**src/rtl/fetch_pkg.sv**
```systemverilog
// Shared fetch-stage constants: PC width, reset vector, bundle width and
// the next-PC sequencer state encodings.
package fetch_pkg;

   localparam int PC_W        = 16;
   localparam int FETCH_WIDTH = 4;

   localparam logic [PC_W-1:0] RESET_PC = 16'h0000;
   localparam logic [PC_W-1:0] PC_INC   = PC_W'(FETCH_WIDTH);

   localparam logic [1:0] RUN     = 2'b00;
   localparam logic [1:0] JR_WAIT = 2'b01;
   localparam logic [1:0] LOOP    = 2'b10;

   // Sequential advance by one bundle; wraps modulo 2^PC_W.
   function automatic logic [PC_W-1:0] next_seq_pc(input logic [PC_W-1:0] pc);
      return pc + PC_INC;
   endfunction

endpackage

```
**src/rtl/fetch_pc_ctrl_if.sv**
```systemverilog
// Redirect/feedback bundle between ROB, ID, RF, predictor and the fetch PC
// sequencer; master drives requests, slave is the sequencer.
interface fetch_pc_ctrl_if;
   import fetch_pkg::*;

   logic            exter_pc_en;
   logic [PC_W-1:0] exter_pc;
   logic            has_mispredict;
   logic [PC_W-1:0] pc_recovery;
   logic            loop_start;
   logic            loop_exit;
   logic [PC_W-1:0] loop_exit_pc;
   logic            jr_req;
   logic            jump_base_rdy_from_rf;
   logic [PC_W-1:0] jump_base_from_rf;
   logic            pred_taken;
   logic [PC_W-1:0] pred_target;
   logic            stall_fetch;
   logic [PC_W-1:0] pc_out;
   logic            fetch_vld;
   logic            if_id_stall;
   logic            if_id_flush;
   logic [1:0]      state_out;

   modport master (
      output exter_pc_en, exter_pc, has_mispredict, pc_recovery,
             loop_start, loop_exit, loop_exit_pc, jr_req,
             jump_base_rdy_from_rf, jump_base_from_rf,
             pred_taken, pred_target, stall_fetch,
      input  pc_out, fetch_vld, if_id_stall, if_id_flush, state_out
   );

   modport slave (
      input  exter_pc_en, exter_pc, has_mispredict, pc_recovery,
             loop_start, loop_exit, loop_exit_pc, jr_req,
             jump_base_rdy_from_rf, jump_base_from_rf,
             pred_taken, pred_target, stall_fetch,
      output pc_out, fetch_vld, if_id_stall, if_id_flush, state_out
   );

endinterface

```
**src/rtl/fetch_pc_ctrl.sv**
```systemverilog
// Fetch PC register and redirect arbiter: picks the next bundle address and
// drives the IF_ID stall/flush controls.
module fetch_pc_ctrl
   import fetch_pkg::*;
(
   input  logic            clk,
   input  logic            rst_n,
   fetch_pc_ctrl_if.slave  pc_if
);

   logic [PC_W-1:0] pc_q, pc_d;
   logic [1:0]      state_q, state_d;
   logic            jr_req_unresolved;
   logic            flush;

   assign jr_req_unresolved = pc_if.jr_req & ~pc_if.jump_base_rdy_from_rf;

   always_comb begin
      pc_d    = pc_q;
      state_d = state_q;
      if (pc_if.exter_pc_en) begin
         pc_d    = pc_if.exter_pc;
         state_d = RUN;
      end else if (pc_if.has_mispredict) begin
         pc_d    = pc_if.pc_recovery;
         state_d = RUN;
      end else begin
         case (state_q)
            LOOP: begin
               if (pc_if.loop_exit) begin
                  pc_d    = pc_if.loop_exit_pc;
                  state_d = RUN;
               end
            end
            JR_WAIT: begin
               if (pc_if.jump_base_rdy_from_rf) begin
                  pc_d    = pc_if.jump_base_from_rf;
                  state_d = RUN;
               end
            end
            RUN: begin
               // Redirects above stall; stall only gates the advance paths.
               if (pc_if.loop_start) begin
                  state_d = LOOP;
               end else if (pc_if.jr_req) begin
                  if (pc_if.jump_base_rdy_from_rf) begin
                     pc_d = pc_if.jump_base_from_rf;
                  end else begin
                     state_d = JR_WAIT;
                  end
               end else if (!pc_if.stall_fetch) begin
                  if (pc_if.pred_taken) begin
                     pc_d = pc_if.pred_target;
                  end else begin
                     pc_d = next_seq_pc(pc_q);
                  end
               end
            end
            default: begin
               state_d = RUN;
            end
         endcase
      end
   end

   always_ff @(posedge clk or negedge rst_n) begin
      if (!rst_n) begin
         pc_q    <= RESET_PC;
         state_q <= RUN;
      end else begin
         pc_q    <= pc_d;
         state_q <= state_d;
      end
   end

   assign flush = pc_if.exter_pc_en | pc_if.has_mispredict |
                  ((state_q == RUN) & pc_if.loop_start);

   assign pc_if.pc_out      = pc_q;
   assign pc_if.state_out   = state_q;
   assign pc_if.if_id_flush = flush;
   assign pc_if.if_id_stall = pc_if.stall_fetch & ~flush;
   assign pc_if.fetch_vld   = (state_q == RUN) & ~pc_if.stall_fetch &
                              ~pc_if.exter_pc_en & ~pc_if.has_mispredict &
                              ~jr_req_unresolved;

endmodule

```
**src/flat_wrapper.sv**
```systemverilog
// flat-port wrapper written by rule: the top's interface ports become plain ports
module fetch_pc_ctrl_flat import fetch_pkg::*;
  (clk, rst_n, pc_if_exter_pc_en, pc_if_exter_pc, pc_if_has_mispredict, pc_if_pc_recovery, pc_if_loop_start, pc_if_loop_exit, pc_if_loop_exit_pc, pc_if_jr_req, pc_if_jump_base_rdy_from_rf, pc_if_jump_base_from_rf, pc_if_pred_taken, pc_if_pred_target, pc_if_stall_fetch, pc_if_pc_out, pc_if_fetch_vld, pc_if_if_id_stall, pc_if_if_id_flush, pc_if_state_out);
  fetch_pc_ctrl_if pc_if_i ();
  input  logic clk;
  input  logic rst_n;
  input wire logic [$bits(pc_if_i.exter_pc_en)-1:0] pc_if_exter_pc_en;
  input wire logic [$bits(pc_if_i.exter_pc)-1:0] pc_if_exter_pc;
  input wire logic [$bits(pc_if_i.has_mispredict)-1:0] pc_if_has_mispredict;
  input wire logic [$bits(pc_if_i.pc_recovery)-1:0] pc_if_pc_recovery;
  input wire logic [$bits(pc_if_i.loop_start)-1:0] pc_if_loop_start;
  input wire logic [$bits(pc_if_i.loop_exit)-1:0] pc_if_loop_exit;
  input wire logic [$bits(pc_if_i.loop_exit_pc)-1:0] pc_if_loop_exit_pc;
  input wire logic [$bits(pc_if_i.jr_req)-1:0] pc_if_jr_req;
  input wire logic [$bits(pc_if_i.jump_base_rdy_from_rf)-1:0] pc_if_jump_base_rdy_from_rf;
  input wire logic [$bits(pc_if_i.jump_base_from_rf)-1:0] pc_if_jump_base_from_rf;
  input wire logic [$bits(pc_if_i.pred_taken)-1:0] pc_if_pred_taken;
  input wire logic [$bits(pc_if_i.pred_target)-1:0] pc_if_pred_target;
  input wire logic [$bits(pc_if_i.stall_fetch)-1:0] pc_if_stall_fetch;
  output wire logic [$bits(pc_if_i.pc_out)-1:0] pc_if_pc_out;
  output wire logic [$bits(pc_if_i.fetch_vld)-1:0] pc_if_fetch_vld;
  output wire logic [$bits(pc_if_i.if_id_stall)-1:0] pc_if_if_id_stall;
  output wire logic [$bits(pc_if_i.if_id_flush)-1:0] pc_if_if_id_flush;
  output wire logic [$bits(pc_if_i.state_out)-1:0] pc_if_state_out;
  assign pc_if_i.exter_pc_en = pc_if_exter_pc_en;
  assign pc_if_i.exter_pc = pc_if_exter_pc;
  assign pc_if_i.has_mispredict = pc_if_has_mispredict;
  assign pc_if_i.pc_recovery = pc_if_pc_recovery;
  assign pc_if_i.loop_start = pc_if_loop_start;
  assign pc_if_i.loop_exit = pc_if_loop_exit;
  assign pc_if_i.loop_exit_pc = pc_if_loop_exit_pc;
  assign pc_if_i.jr_req = pc_if_jr_req;
  assign pc_if_i.jump_base_rdy_from_rf = pc_if_jump_base_rdy_from_rf;
  assign pc_if_i.jump_base_from_rf = pc_if_jump_base_from_rf;
  assign pc_if_i.pred_taken = pc_if_pred_taken;
  assign pc_if_i.pred_target = pc_if_pred_target;
  assign pc_if_i.stall_fetch = pc_if_stall_fetch;
  assign pc_if_pc_out = pc_if_i.pc_out;
  assign pc_if_fetch_vld = pc_if_i.fetch_vld;
  assign pc_if_if_id_stall = pc_if_i.if_id_stall;
  assign pc_if_if_id_flush = pc_if_i.if_id_flush;
  assign pc_if_state_out = pc_if_i.state_out;
  fetch_pc_ctrl u_core (.clk(clk), .rst_n(rst_n), .pc_if(pc_if_i));
endmodule
```
**config.mk**
```make
export PLATFORM = sky130hd
export DESIGN_NAME = fetch_pc_ctrl_flat
export DESIGN_NICKNAME = d
export VERILOG_FILES = /design/src/rtl/fetch_pkg.sv /design/src/rtl/fetch_pc_ctrl_if.sv /design/src/rtl/fetch_pc_ctrl.sv /design/src/flat_wrapper.sv
export SDC_FILE = /design/constraint.sdc
export NUM_CORES = 1
export LEC_CHECK = 0
export ABC_AREA = 1
export CAP_MARGIN = 20
export CORE_ASPECT_RATIO = 1.75
export CORE_MARGIN = 8
export CORE_UTILIZATION = 31
export DETAILED_ROUTE_END_ITERATION = 16
export PLACE_DENSITY = 0.69
export SYNTH_ARGS = -nofsm -noshare
export SYNTH_HDL_FRONTEND = slang
export SYNTH_SLANG_ARGS = --single-unit
```
**constraint.sdc**
```tcl
create_clock -name clk -period 1.35 [get_ports clk]
set_input_delay 0.2025 -clock clk [delete_from_list [all_inputs] [get_ports clk]]
set_output_delay 0.2025 -clock clk [all_outputs]
set_load 0.01 [all_outputs]
```
==> tab_implementation.tex <==
\begin{tabular}{lr}
\hline
Metric & Value \\
\hline
\multicolumn{2}{l}{\textbf{Status}} \\
Status & complete, but fails checks \\
Violated checks & setup timing \\
\multicolumn{2}{l}{\textbf{Timing}} \\
Post-layout worst setup margin & -0.195 ns \\
Clock tree skew after final layout & a little under 0.007 ns \\
Slew at the pin closest to its max-slew limit & between 0.3 and 0.4 ns \\
Worst rel slew slack & between 70\% and 80\% \\
Setup total negative slack & -2.91 ns \\
Crit path time final & 1.54 ns \\
Worst hold slack & 0.285 ns \\
Finish-stage setup viols & 20 \\
Crit share post-route & 114\% \\
Maximum operating frequency & 647 MHz \\
Setup repair after global routing missed its margin & true \\
Hold Violations, Final & 0 \\
Count of final max-slew check failures & 0 \\
\multicolumn{2}{l}{\textbf{Floorplanning}} \\
Width of the die & roughly 77 µm \\
Die Outline Area & 9350 µm² \\
Row cnt & 38 \\
I/O pins & 111 \\
Die Span Y & 122 µm \\
Area of the core & 6230 µm² \\
Initial core utilization & 32.0\% \\
\multicolumn{2}{l}{\textbf{Setup path}} \\
Data arrival time of the critical path & roughly 1.7 ns \\
Flop-to-flop setup slack & -0.19 ns \\
Required time of the critical path & 1.49 ns \\
Startpoint type of the worst setup path & register \\
Endpoint class of the critical path & register \\
Crit-path max FO & 6 \\
Setup Crit Path Kind & register to register \\
\multicolumn{2}{l}{\textbf{Synthesis}} \\
Top FF cell, synth & sky130\_fd\_sc\_hd\_\_dfrtp\_1 \\
Area fraction in and, or, nand and nor cells after synthesis & about two fifths \\
Cell taking the most area after synthesis & sky130\_fd\_sc\_hd\_\_dfrtp\_1 \\
Ys async rst share & 100\% \\
Post-synth top area share & 22.6\% \\
Top cells by area, synth & sky130\_fd\_sc\_hd\_\_dfrtp\_1, sky130\_fd\_sc\_hd\_\_nand2\_1, sky130\_fd\_sc\_hd\_\_o21ai\_0 \\
Share of the synthesized netlist area taken by xor and xnor gates & 0.879\% \\
Adder-cell share of the synthesized area & less than 1\% \\
Share of cell area taken by muxes after synthesis & 1.01\% \\
Synthesis Warnings & 0 \\
Distinct cells, synth & 31 \\
Number of flops mapped to enable cells by yosys & 0 \\
Gate Count Post-Synth & 344 \\
Most numerous cell types in the synthesized netlist & sky130\_fd\_sc\_hd\_\_nand2\_1, sky130\_fd\_sc\_hd\_\_nor2\_1, sky130\_fd\_sc\_hd\_\_o21ai\_0, sky130\_fd\_sc\_hd\_\_inv\_1, sky130\_fd\_sc\_hd\_\_nand3\_1 \\
Share of synthesized area occupied by flip-flops and latches & 22.6\% \\
Cell with the most instances after synthesis & sky130\_fd\_sc\_hd\_\_nand2\_1 \\
Post-synthesis instance area & around 2000 µm² \\
Mean instance size in the synthesized netlist & 5.79 µm² \\
Dominant combinational cell family by area after synthesis & simple AND/OR/NAND/NOR gates \\
Complex-gate fraction of the synthesized area & a little under a quarter \\
Count of state elements after synthesis & 18 \\
Net count after synthesis & 435 \\
\multicolumn{2}{l}{\textbf{CTS}} \\
Number of clock sinks & 18 \\
Clock transition at the register clock pins on the worst setup and hold paths after CTS & $\sim$0.08 ns \\
Cell at the root of the clock tree & sky130\_fd\_sc\_hd\_\_clkbuf\_8 \\
Inserted Clock Buffers & 3 \\
Insertion delay of the later-clocked pin in the worst-skew pair & between 0.2 and 0.3 ns \\
Htree depth & 1 \\
Count of hold buffers inserted by post-cts repair & 0 \\
TritonCTS clock tree & yes \\
Buffer levels on the longest clock path & 2 \\
\multicolumn{2}{l}{\textbf{GRT}} \\
Global router's overall resource usage & 21.5\% \\
Sum of overflow across all layers after global routing & 0 \\
Largest net degree at the start of global routing & 20 \\
Wire length of the first global-routing pass & 16300 µm \\
Number of global-route vias before repair & 3412 \\
Initial antenna violation count & 0 \\
\multicolumn{2}{l}{\textbf{Placement}} \\
Instance count after placement with tap cells included & 581 \\
Final weighted congestion of routability-driven global placement & slightly below 0.9 \\
Count of input and output buffers & 110 \\
Dpl hpwl & 8020 µm \\
\multicolumn{2}{l}{\textbf{Drt}} \\
Total via count in the routed design & roughly 3100 \\
Via count normalized by instance count & about 5.1 \\
Count of routing violations after the opening detailed-route iteration & 296 \\
Number of optimization iterations in the first detailed-route pass & 4 \\
Detailed-route wire length & 10300 µm \\
Detailed-route DRC error count & 0 \\
Final routed wire length divided by cell count & 17.1 µm \\
Antenna Nets Post-Route & 0 \\
\multicolumn{2}{l}{\textbf{Layout}} \\
Area delta synth->final & 97.8\% \\
Net count, final & 612 \\
Post-layout instance count excluding filler cells & 600 \\
Count of filler cells inserted in the layout & 573 \\
Total inserted antenna cells & 0 \\
Fraction of layout cells with a size suffix above 1 & 24.8\% \\
Final core area utilization & a little over three fifths \\
\multicolumn{2}{l}{\textbf{Power and ir drop}} \\
Cell leakage power & roughly 1.8 nW \\
Worst vdd rail ir drop & 0.000303 V \\
Power density over the cells & 663 nW/µm² \\
\multicolumn{2}{l}{\textbf{Flow run}} \\
Max Cap Violations & 0 \\
\multicolumn{2}{l}{\textbf{Min path}} \\
Worst Hold Class & input port to async pin \\
\hline
\end{tabular}
cell type report:
| class | count | area (µm²) | share of cell area [%] |
|---|---|---|---|
| multi-input cells | 280 | 1500 | 38.1 |
| repair buffers | 183 | 1680 | 42.6 |
| inverters | 33 | 136 | 3.46 |
| clock buffers | 4 | 45.0 | 1.14 |
| well taps | 80 | 100 | 2.54 |
| repair inverters | 2 | 22.5 | 0.572 |
| flip-flops and latches | 18 | 457 | 11.6 |
power by group:
| group | internal, mW | leakage [nW] | switching [mW] |
|---|---|---|---|
| Combinational | 0.775 | 1.60 | 0.736 |
| Clock | 0.210 | 0.0228 | 0.188 |
| Sequential | 0.620 | 0.206 | 0.0848 |
path summary, 6_finish.rpt:
kind                                                  startpoint                             endpoint  cells after the start
hold reg to reg               u_core.pc_if.pc_out[1]$_DFFE_PN0P_   u_core.pc_if.pc_out[1]$_DFFE_PN0P_                      2
min in group clk              u_core.pc_if.pc_out[1]$_DFFE_PN0P_   u_core.pc_if.pc_out[1]$_DFFE_PN0P_                      2
setup / recovery           u_core.pc_if.state_out[1]$_DFFE_PN0P_   u_core.pc_if.pc_out[4]$_DFFE_PN0P_                     10
hold / removal                                             rst_n  u_core.pc_if.pc_out[14]$_DFFE_PN0P_                      2
setup reg to reg           u_core.pc_if.state_out[1]$_DFFE_PN0P_   u_core.pc_if.pc_out[4]$_DFFE_PN0P_                     10
max in group asynchronous                                  rst_n   u_core.pc_if.pc_out[8]$_DFFE_PN0P_                      2
placed cells by master (no fill, tap or decap), types with 4 or more instances in the layout:
cell / instances
sky130_fd_sc_hd__nor2_1: 25
sky130_fd_sc_hd__nand2_1: 110
sky130_fd_sc_hd__buf_6: 9
sky130_fd_sc_hd__nand4_1: 12
sky130_fd_sc_hd__a211oi_1: 6
sky130_fd_sc_hd__o21ai_0: 23
sky130_fd_sc_hd__nor2_2: 11
sky130_fd_sc_hd__o21ai_1: 11
sky130_fd_sc_hd__clkdlybuf4s50_1: 86
sky130_fd_sc_hd__nor2_4: 9
sky130_fd_sc_hd__o22ai_1: 14
sky130_fd_sc_hd__nand3_1: 19
sky130_fd_sc_hd__dfrtp_2: 5
sky130_fd_sc_hd__dlygate4sd2_1: 17
sky130_fd_sc_hd__buf_4: 63
sky130_fd_sc_hd__nand2_2: 4
sky130_fd_sc_hd__dfrtp_1: 13
sky130_fd_sc_hd__a21oi_1: 9
sky130_fd_sc_hd__inv_1: 27
sky130_fd_sc_hd__inv_2: 4
flip-flops by register name (all words and copies together), names as in the netlist:
signal                  count
u_core.pc_if.pc_out        16
u_core.pc_if.state_out      2
cells by family (layout without fill, tap and decap cells):
group	after synthesis	after routing
XOR/XNOR	2	2
AO/OA/AOI/OAI	79	79
flip-flops	18	18
adder cells (fa/ha/maj)	1	1
buffers and inverters	46	222
AND/OR/NAND/NOR	196	196
multiplexers	2	2
what timing repair did:
item / in CTS / in global routing
buffers inserted: 13 / 1
setup endpoints to repair: 38 / 24
cloned: 2 / 0
gates resized for setup: 81 / 20
pin swaps: 12 / 13
worst max-delay path, cell delays in order, from the launching register on:
cell                      delay [ns]
sky130_fd_sc_hd__dfrtp_2        0.47
sky130_fd_sc_hd__nor2_4         0.16
sky130_fd_sc_hd__nand2_2        0.07
sky130_fd_sc_hd__buf_6          0.12
sky130_fd_sc_hd__nor2_4         0.12
sky130_fd_sc_hd__a21oi_4        0.07
sky130_fd_sc_hd__buf_12         0.15
sky130_fd_sc_hd__inv_12         0.08
sky130_fd_sc_hd__nor2_4         0.03
sky130_fd_sc_hd__nand2_1        0.09
sky130_fd_sc_hd__o21ai_2        0.06
stage by stage:
step,instance area (µm²),power (mW),setup slack (ns)
floorplan,2030,1.29,-0.0614
global placement,3610,2.09,-0.533
detailed placement,3610,2.11,-0.565
CTS,3890,2.58,-0.174
global route,3940,2.78,-0.277
finish,3940,2.61,-0.195
metal layers:
| layer | global-route usage, % | wire length, µm |
|---|---|---|
| met1 | 20.6 | 3590 |
| met2 | 42.4 | 5810 |
| met3 | 3.24 | 505 |
| met4 | 11.9 | 374 |
| met5 | 0 | 0 |
(Power assumes the default switching activity.)
